<file path="src/rtl/ch_we_sched.sv">
// ch_we_sched: turns ch_we register write requests into slot-aligned table writes.
// The slot counter follows sync_in, and the write enable rises only in the slot
// where the datapath already addresses the target channel.
module ch_we_sched #(
  parameter int unsigned CH_BITS = 9,
  parameter int unsigned DATA_W  = 16
) (
  input  logic               user_clk,
  input  logic               user_rst,
  input  logic [31:0]        ctrl_reg,
  input  logic               sync_in,
  output logic [CH_BITS-1:0] tbl_addr,
  output logic               tbl_we,
  output logic [DATA_W-1:0]  tbl_data,
  output logic               busy,
  output logic               ack,
  output logic               err_nosync
);

  localparam int unsigned N     = 2 ** CH_BITS;
  localparam int unsigned CNT_W = CH_BITS + 1;
  localparam logic [CNT_W-1:0]   ARM_LAST   = CNT_W'(2 * N - 1);
  localparam logic [CNT_W-1:0]   BCAST_LAST = CNT_W'(N);
  localparam logic [CH_BITS-1:0] ADDR_LAST  = CH_BITS'(N - 1);

  typedef enum logic [2:0] {
    S_IDLE,
    S_ARMED,
    S_WAIT_SLOT,
    S_BCAST,
    S_DONE
  } state_e;

  state_e             state_q, state_d;
  logic [CH_BITS-1:0] tbl_addr_q, tbl_addr_d;
  logic               tbl_we_q, tbl_we_d;
  logic [DATA_W-1:0]  tbl_data_q, tbl_data_d;
  logic               busy_q, busy_d;
  logic               ack_q, ack_d;
  logic               err_q, err_d;
  logic               sync_seen_q, sync_seen_d;
  logic               mode_q, mode_d;
  logic [CH_BITS-1:0] tgt_q, tgt_d;
  logic [DATA_W-1:0]  data_q, data_d;
  // Shared counter: no-sync timeout in ARMED, write count in BCAST.
  logic [CNT_W-1:0]   cnt_q, cnt_d;

  // Bits 29..(16+CH_BITS) and any data bits above DATA_W carry no meaning here.
  logic unused_ctrl;
  assign unused_ctrl = ^ctrl_reg;

  // Next-state, slot counter and registered-output logic.
  always_comb begin
    state_d     = state_q;
    tbl_we_d    = 1'b0;
    ack_d       = ack_q;
    err_d       = err_q;
    mode_d      = mode_q;
    tgt_d       = tgt_q;
    data_d      = data_q;
    cnt_d       = cnt_q;
    sync_seen_d = sync_seen_q | sync_in;
    tbl_addr_d  = sync_in ? '0 : tbl_addr_q + CH_BITS'(1);

    case (state_q)
      S_IDLE: begin
        if (ctrl_reg[31] != ack_q) begin
          mode_d  = ctrl_reg[30];
          tgt_d   = ctrl_reg[30] ? '0 : ctrl_reg[16 +: CH_BITS];
          data_d  = ctrl_reg[DATA_W-1:0];
          err_d   = 1'b0;
          cnt_d   = '0;
          state_d = sync_seen_q ? S_WAIT_SLOT : S_ARMED;
        end
      end
      S_ARMED: begin
        if (sync_in) begin
          state_d = S_WAIT_SLOT;
        end else if (cnt_q == ARM_LAST) begin
          err_d   = 1'b1;
          state_d = S_DONE;
        end else begin
          cnt_d = cnt_q + CNT_W'(1);
        end
      end
      S_WAIT_SLOT: begin
        // Compare against the next slot so we/addr/data land in the same cycle.
        if (!mode_q) begin
          if (tbl_we_q) begin
            state_d = S_DONE;
          end else if (tbl_addr_d == tgt_q) begin
            tbl_we_d = 1'b1;
          end
        end else if (tbl_addr_d == tgt_q) begin
          tbl_we_d = 1'b1;
          cnt_d    = CNT_W'(1);
          state_d  = S_BCAST;
        end
      end
      S_BCAST: begin
        // A misaligned sync restarts the sweep so every slot is still covered.
        if (sync_in && (tbl_addr_q != ADDR_LAST)) begin
          tbl_we_d = 1'b1;
          cnt_d    = CNT_W'(1);
        end else if (cnt_q == BCAST_LAST) begin
          state_d = S_DONE;
        end else begin
          tbl_we_d = 1'b1;
          cnt_d    = cnt_q + CNT_W'(1);
        end
      end
      S_DONE: begin
        ack_d   = ~ack_q;
        state_d = S_IDLE;
      end
      default: state_d = S_IDLE;
    endcase

    tbl_data_d = tbl_we_d ? data_q : tbl_data_q;
    busy_d     = (state_d != S_IDLE);
  end

  // State and output registers with synchronous reset.
  always_ff @(posedge user_clk) begin
    if (user_rst) begin
      state_q     <= S_IDLE;
      tbl_addr_q  <= '0;
      tbl_we_q    <= 1'b0;
      tbl_data_q  <= '0;
      busy_q      <= 1'b0;
      ack_q       <= 1'b0;
      err_q       <= 1'b0;
      sync_seen_q <= 1'b0;
      mode_q      <= 1'b0;
      tgt_q       <= '0;
      data_q      <= '0;
      cnt_q       <= '0;
    end else begin
      state_q     <= state_d;
      tbl_addr_q  <= tbl_addr_d;
      tbl_we_q    <= tbl_we_d;
      tbl_data_q  <= tbl_data_d;
      busy_q      <= busy_d;
      ack_q       <= ack_d;
      err_q       <= err_d;
      sync_seen_q <= sync_seen_d;
      mode_q      <= mode_d;
      tgt_q       <= tgt_d;
      data_q      <= data_d;
      cnt_q       <= cnt_d;
    end
  end

  assign tbl_addr   = tbl_addr_q;
  assign tbl_we     = tbl_we_q;
  assign tbl_data   = tbl_data_q;
  assign busy       = busy_q;
  assign ack        = ack_q;
  assign err_nosync = err_q;

endmodule

</file>
<file path="config.mk">
export PLATFORM = sky130hd
export DESIGN_NAME = ch_we_sched
export DESIGN_NICKNAME = d
export VERILOG_FILES = /design/src/rtl/ch_we_sched.sv
export SDC_FILE = /design/constraint.sdc
export NUM_CORES = 1
export LEC_CHECK = 0
export CAP_MARGIN = 10
export CORE_ASPECT_RATIO = 1.25
export CORE_UTILIZATION = 40
export CTS_CLUSTER_DIAMETER = 60
export CTS_CLUSTER_SIZE = 12
export DETAILED_ROUTE_END_ITERATION = 8
export SYNTH_ARGS = -nofsm -noshare
export SYNTH_HDL_FRONTEND = slang
export SYNTH_SLANG_ARGS = --single-unit
</file>
<file path="constraint.sdc">
create_clock -name user_clk -period 4.1 [get_ports user_clk]
set_input_delay 0.615 -clock user_clk [delete_from_list [all_inputs] [get_ports user_clk]]
set_output_delay 0.615 -clock user_clk [all_outputs]
set_load 0.02 [all_outputs]
</file>
==> key figures <==
Timing
  • Skew final: 7.81 ps
  • Final Max Tran Viols: 0
  • Final Hold Viols: 0
  • Setup TNS: 0 ps
  • Final setup vio count: 0
  • Minimum clock period: 3270 ps
  • Slew @ Worst Pin: 562 ps
  • Slew HR: 62.5%
  • FMAX: 306 MHz
  • Crit share post-route: 79.7%
  • RSZ-0062 raised after global routing: no

Clock network
  • CTS clk-pin slew, worst paths: 80 ps
  • Cts hold-fix bufs: 0
  • CTS H-tree depth: 3
  • CTS tree: done
  • Clock tree buffer depth: 2
  • Postcts setup bufs: 0
  • Root buf cell: clkbuf_8
  • Post_cts resized: 0
  • CTS buffer count: 9
  • Worst-skew pair later-pin latency: 350 ps
  • Clock sinks: 69

Finish
  • Fillcell total: 771
  • ANT cells: 0
  • Non-Filler Instances: 545
  • Share of layout cells above drive strength 1: 10.7%
  • Area Growth Syn to Fin: 25.2%
  • Final nets: 484

Outcome
  • Outcome: complete, no violations

Pwr
  • Net Switching: 0.444 mW
  • Int Pwr: 1.10 mW
  • Power per standard cell area: 373 mW/mm2
  • Static leakage: 1.59 nW
  • Worst vdd ir: 0.336 mV
  • Clock power share: 35.3%
  • Sequential share of power: 47.5%
  • Combinational share of power: 17.2%
  • Switch share: 28.9%

Route
  • Vias per cell: 5.33
  • Post-Route WL: 7700 um
  • Antenna Nets Post-Route: 0
  • Initial DRC count: 117
  • DRC Markers: 0
  • Pre-antenna DRT Iters: 4
  • DR WL/cell: 14.1 um
  • Vias: 2907

Worst setup path
  • Slowest-stage cell, CP: a2111oi_0
  • Arrival time worst endpoint: 3510 ps
  • Worst-case reg-to-reg path depth: 11
  • R2R Path Start: tbl_addr[0]$_SDFF_PP0_
  • Worst Setup Start Kind: flip-flop
  • CP required: 4340 ps
  • CP Cell Sequence: ha_1, nand2_1, nor2_1, and3_1, ha_1, or2_0, a2111oi_0, o311ai_2, a2111oi_4, nor2_4, a32o_2
  • CP most frequent cell: ha_1
  • Crit Reg-Reg Endpoint: cnt_q[9]$_SDFFE_PP0P_
  • CP Capture Type: flip-flop
  • Worst reg-to-reg setup slack: 830 ps
  • Critical path class: reg2reg
  • Max FO, Critical Path: 9
  • CP peak stage delay: 500 ps

Global routing
  • GR Util All Layers: 18.6%
  • Initial antenna violation count: 0
  • Grt total ovfl: 0
  • First-pass GRT wire length: 13000 um
  • Vias in the first global route: 2768
  • Largest net degree at the start of global routing: 39

Die
  • Die area: 0.00862 mm2
  • Die Y: 104 um
  • FP Rows: 36
  • Die Wd: 83.3 um
  • Starting Density: 41.9%
  • Num ports: 64
  • Core footprint: 0.00788 mm2

Placement
  • GPL Wtd Cong: 0.797
  • Placed Cells: 529
  • Hpwl dp: 5310 um
  • Port bufs: 58

Synthesis
  • Post-Synthesis Cell Area: 0.00330 mm2
  • Syn. warnings: 0
  • Async set or reset register ratio after synthesis: 0%
  • Syn nets: 428
  • Post-synth EDFFs: 0
  • Post-synth top cells: 96 x nand2_1, 69 x dfxtp_1, 33 x a21oi_1
  • Post-synthesis sequential area ratio: 41.8%
  • Predominant post-synthesis flop cell: dfxtp_1
  • Count leader, synth: nand2_1
  • Top cell type by total area after synthesis: dfxtp_1
  • Synth top area cells: dfxtp_1 42%, nand2_1 11%, mux2i_1 5.8%
  • Yosys reg bits: 69
  • Cells after Synth: 389
  • Unique masters post-synth: 62
  • Share of the synthesized area in the top cell type: 41.8%
  • Syn_area_per_cell: 8.49 um2

Hold path
  • Tightest Hold Check Type: reg2reg
  • Hold path endpoint: tbl_data[7]$_SDFFE_PP0P_
  • Min-delay src: data_q[7]$_SDFFE_PP0P_
  • Hold depth: 2

Flow run
  • Max_cap viols: 0
[metal layers]
metal / GRT usage [%] / vias to the layer above / part of all wire [%]
met5: 0 / - / 0
met4: 7.88 / 0 / 1.9
met3: 5.66 / 12 / 5.8
met2: 29.6 / 69 / 47
met1: 23.1 / 1343 / 45
li1: - / 1483 / -
[power groups by stage]
stage	Combinational, mW	Sequential, mW	Clock (mW)
finish	0.265	0.731	0.544
global route	0.295	0.736	0.590
CTS	0.268	0.731	0.562
detailed placement	0.268	0.746	0
global placement	0.267	0.745	0
floorplan	0.179	0.745	0
[kinds of logic after synthesis]
logic type      after synthesis  synth area share [%]
simple gates                185                  27.3
compound gates               75                  16.5
flops                        69                  41.8
buf+inv                      29                  4.51
mux                          19                  5.76
xor+xnor                      8                  2.58
fa+ha+maj                     4                  1.52
[critical path: cells and delay by family, from the launching register on]
family,cells,cell delay [ps]
compound gates,4,1450
fa+ha+maj,2,510
flops,1,480
simple gates,5,730
[stage by stage]
step	utilization (%)	hold slack [ps]	cell area (um2)	worst slack, ps	power, mW
finish	52.4	448	4130	831	1.54
global placement	50.0	439	3940	880	1.01
global route	52.4	471	4130	635	1.62
floorplan	-	435	3300	979	0.924
CTS	52.4	454	4130	808	1.56
detailed placement	50.0	447	3940	826	1.01
[worst max path at each step]
stage                            from               endpoint  depth (start not counted)
2_1_floorplan  tbl_addr[0]$_SDFF_PP0_  cnt_q[3]$_SDFFE_PP0P_                         11
3_3_place_gp   tbl_addr[0]$_SDFF_PP0_  cnt_q[9]$_SDFFE_PP0P_                         11
3_5_place_dp   tbl_addr[0]$_SDFF_PP0_  cnt_q[9]$_SDFFE_PP0P_                         11
4_1_cts        tbl_addr[0]$_SDFF_PP0_  cnt_q[9]$_SDFFE_PP0P_                         11
5_1_grt        tbl_addr[0]$_SDFF_PP0_  cnt_q[9]$_SDFFE_PP0P_                         11
6_report       tbl_addr[0]$_SDFF_PP0_  cnt_q[9]$_SDFFE_PP0P_                         11
[cell type report]
type                    instances  area, um2  share of cell area [%]
clock buffers                  10        128                    3.09
well taps                      95        119                    2.88
inverters                      10       37.5                   0.908
clock inverters                 6       63.8                    1.54
repair buffers                 64        626                    15.1
flip-flops and latches         69       1380                    33.4
multi-input cells             291       1780                    43.0
[registers in the layout, indices dropped and copies added (netlist names)]
name,count
data_q,16
tbl_data,16
busy,1
tbl_we,1
ack,1
err_nosync,1
tgt_q,9
state_q,3
sync_seen_q,1
cnt_q,10
mode_q,1
tbl_addr,9
[cell usage in the layout (no fill, tap or decap), types with 2 or more instances in the layout]
master           count
a211oi_1             3
xnor2_1              5
and3_1               3
nor3b_1              2
o21ai_0              4
o41ai_1              2
clkinvlp_4           2
clkinv_2             2
nor2_1              21
nand2b_1             4
nor2b_1              5
nor3_1              11
clkdlybuf4s50_1     58
ha_1                 4
nor4b_1              2
a41oi_1              3
o21ai_1              3
a21o_2               2
nand2_1             96
a21o_1               2
xor2_1               2
mux2i_1             19
dfxtp_1             69
clkbuf_8             9
inv_1                9
a32o_2               7
a21oi_1             33
nand3b_1            10
buf_4                6
nand3_1              8
nand4_1              3
a31oi_1              3
or3_1                4
Power figures use the tool's default switching activity.
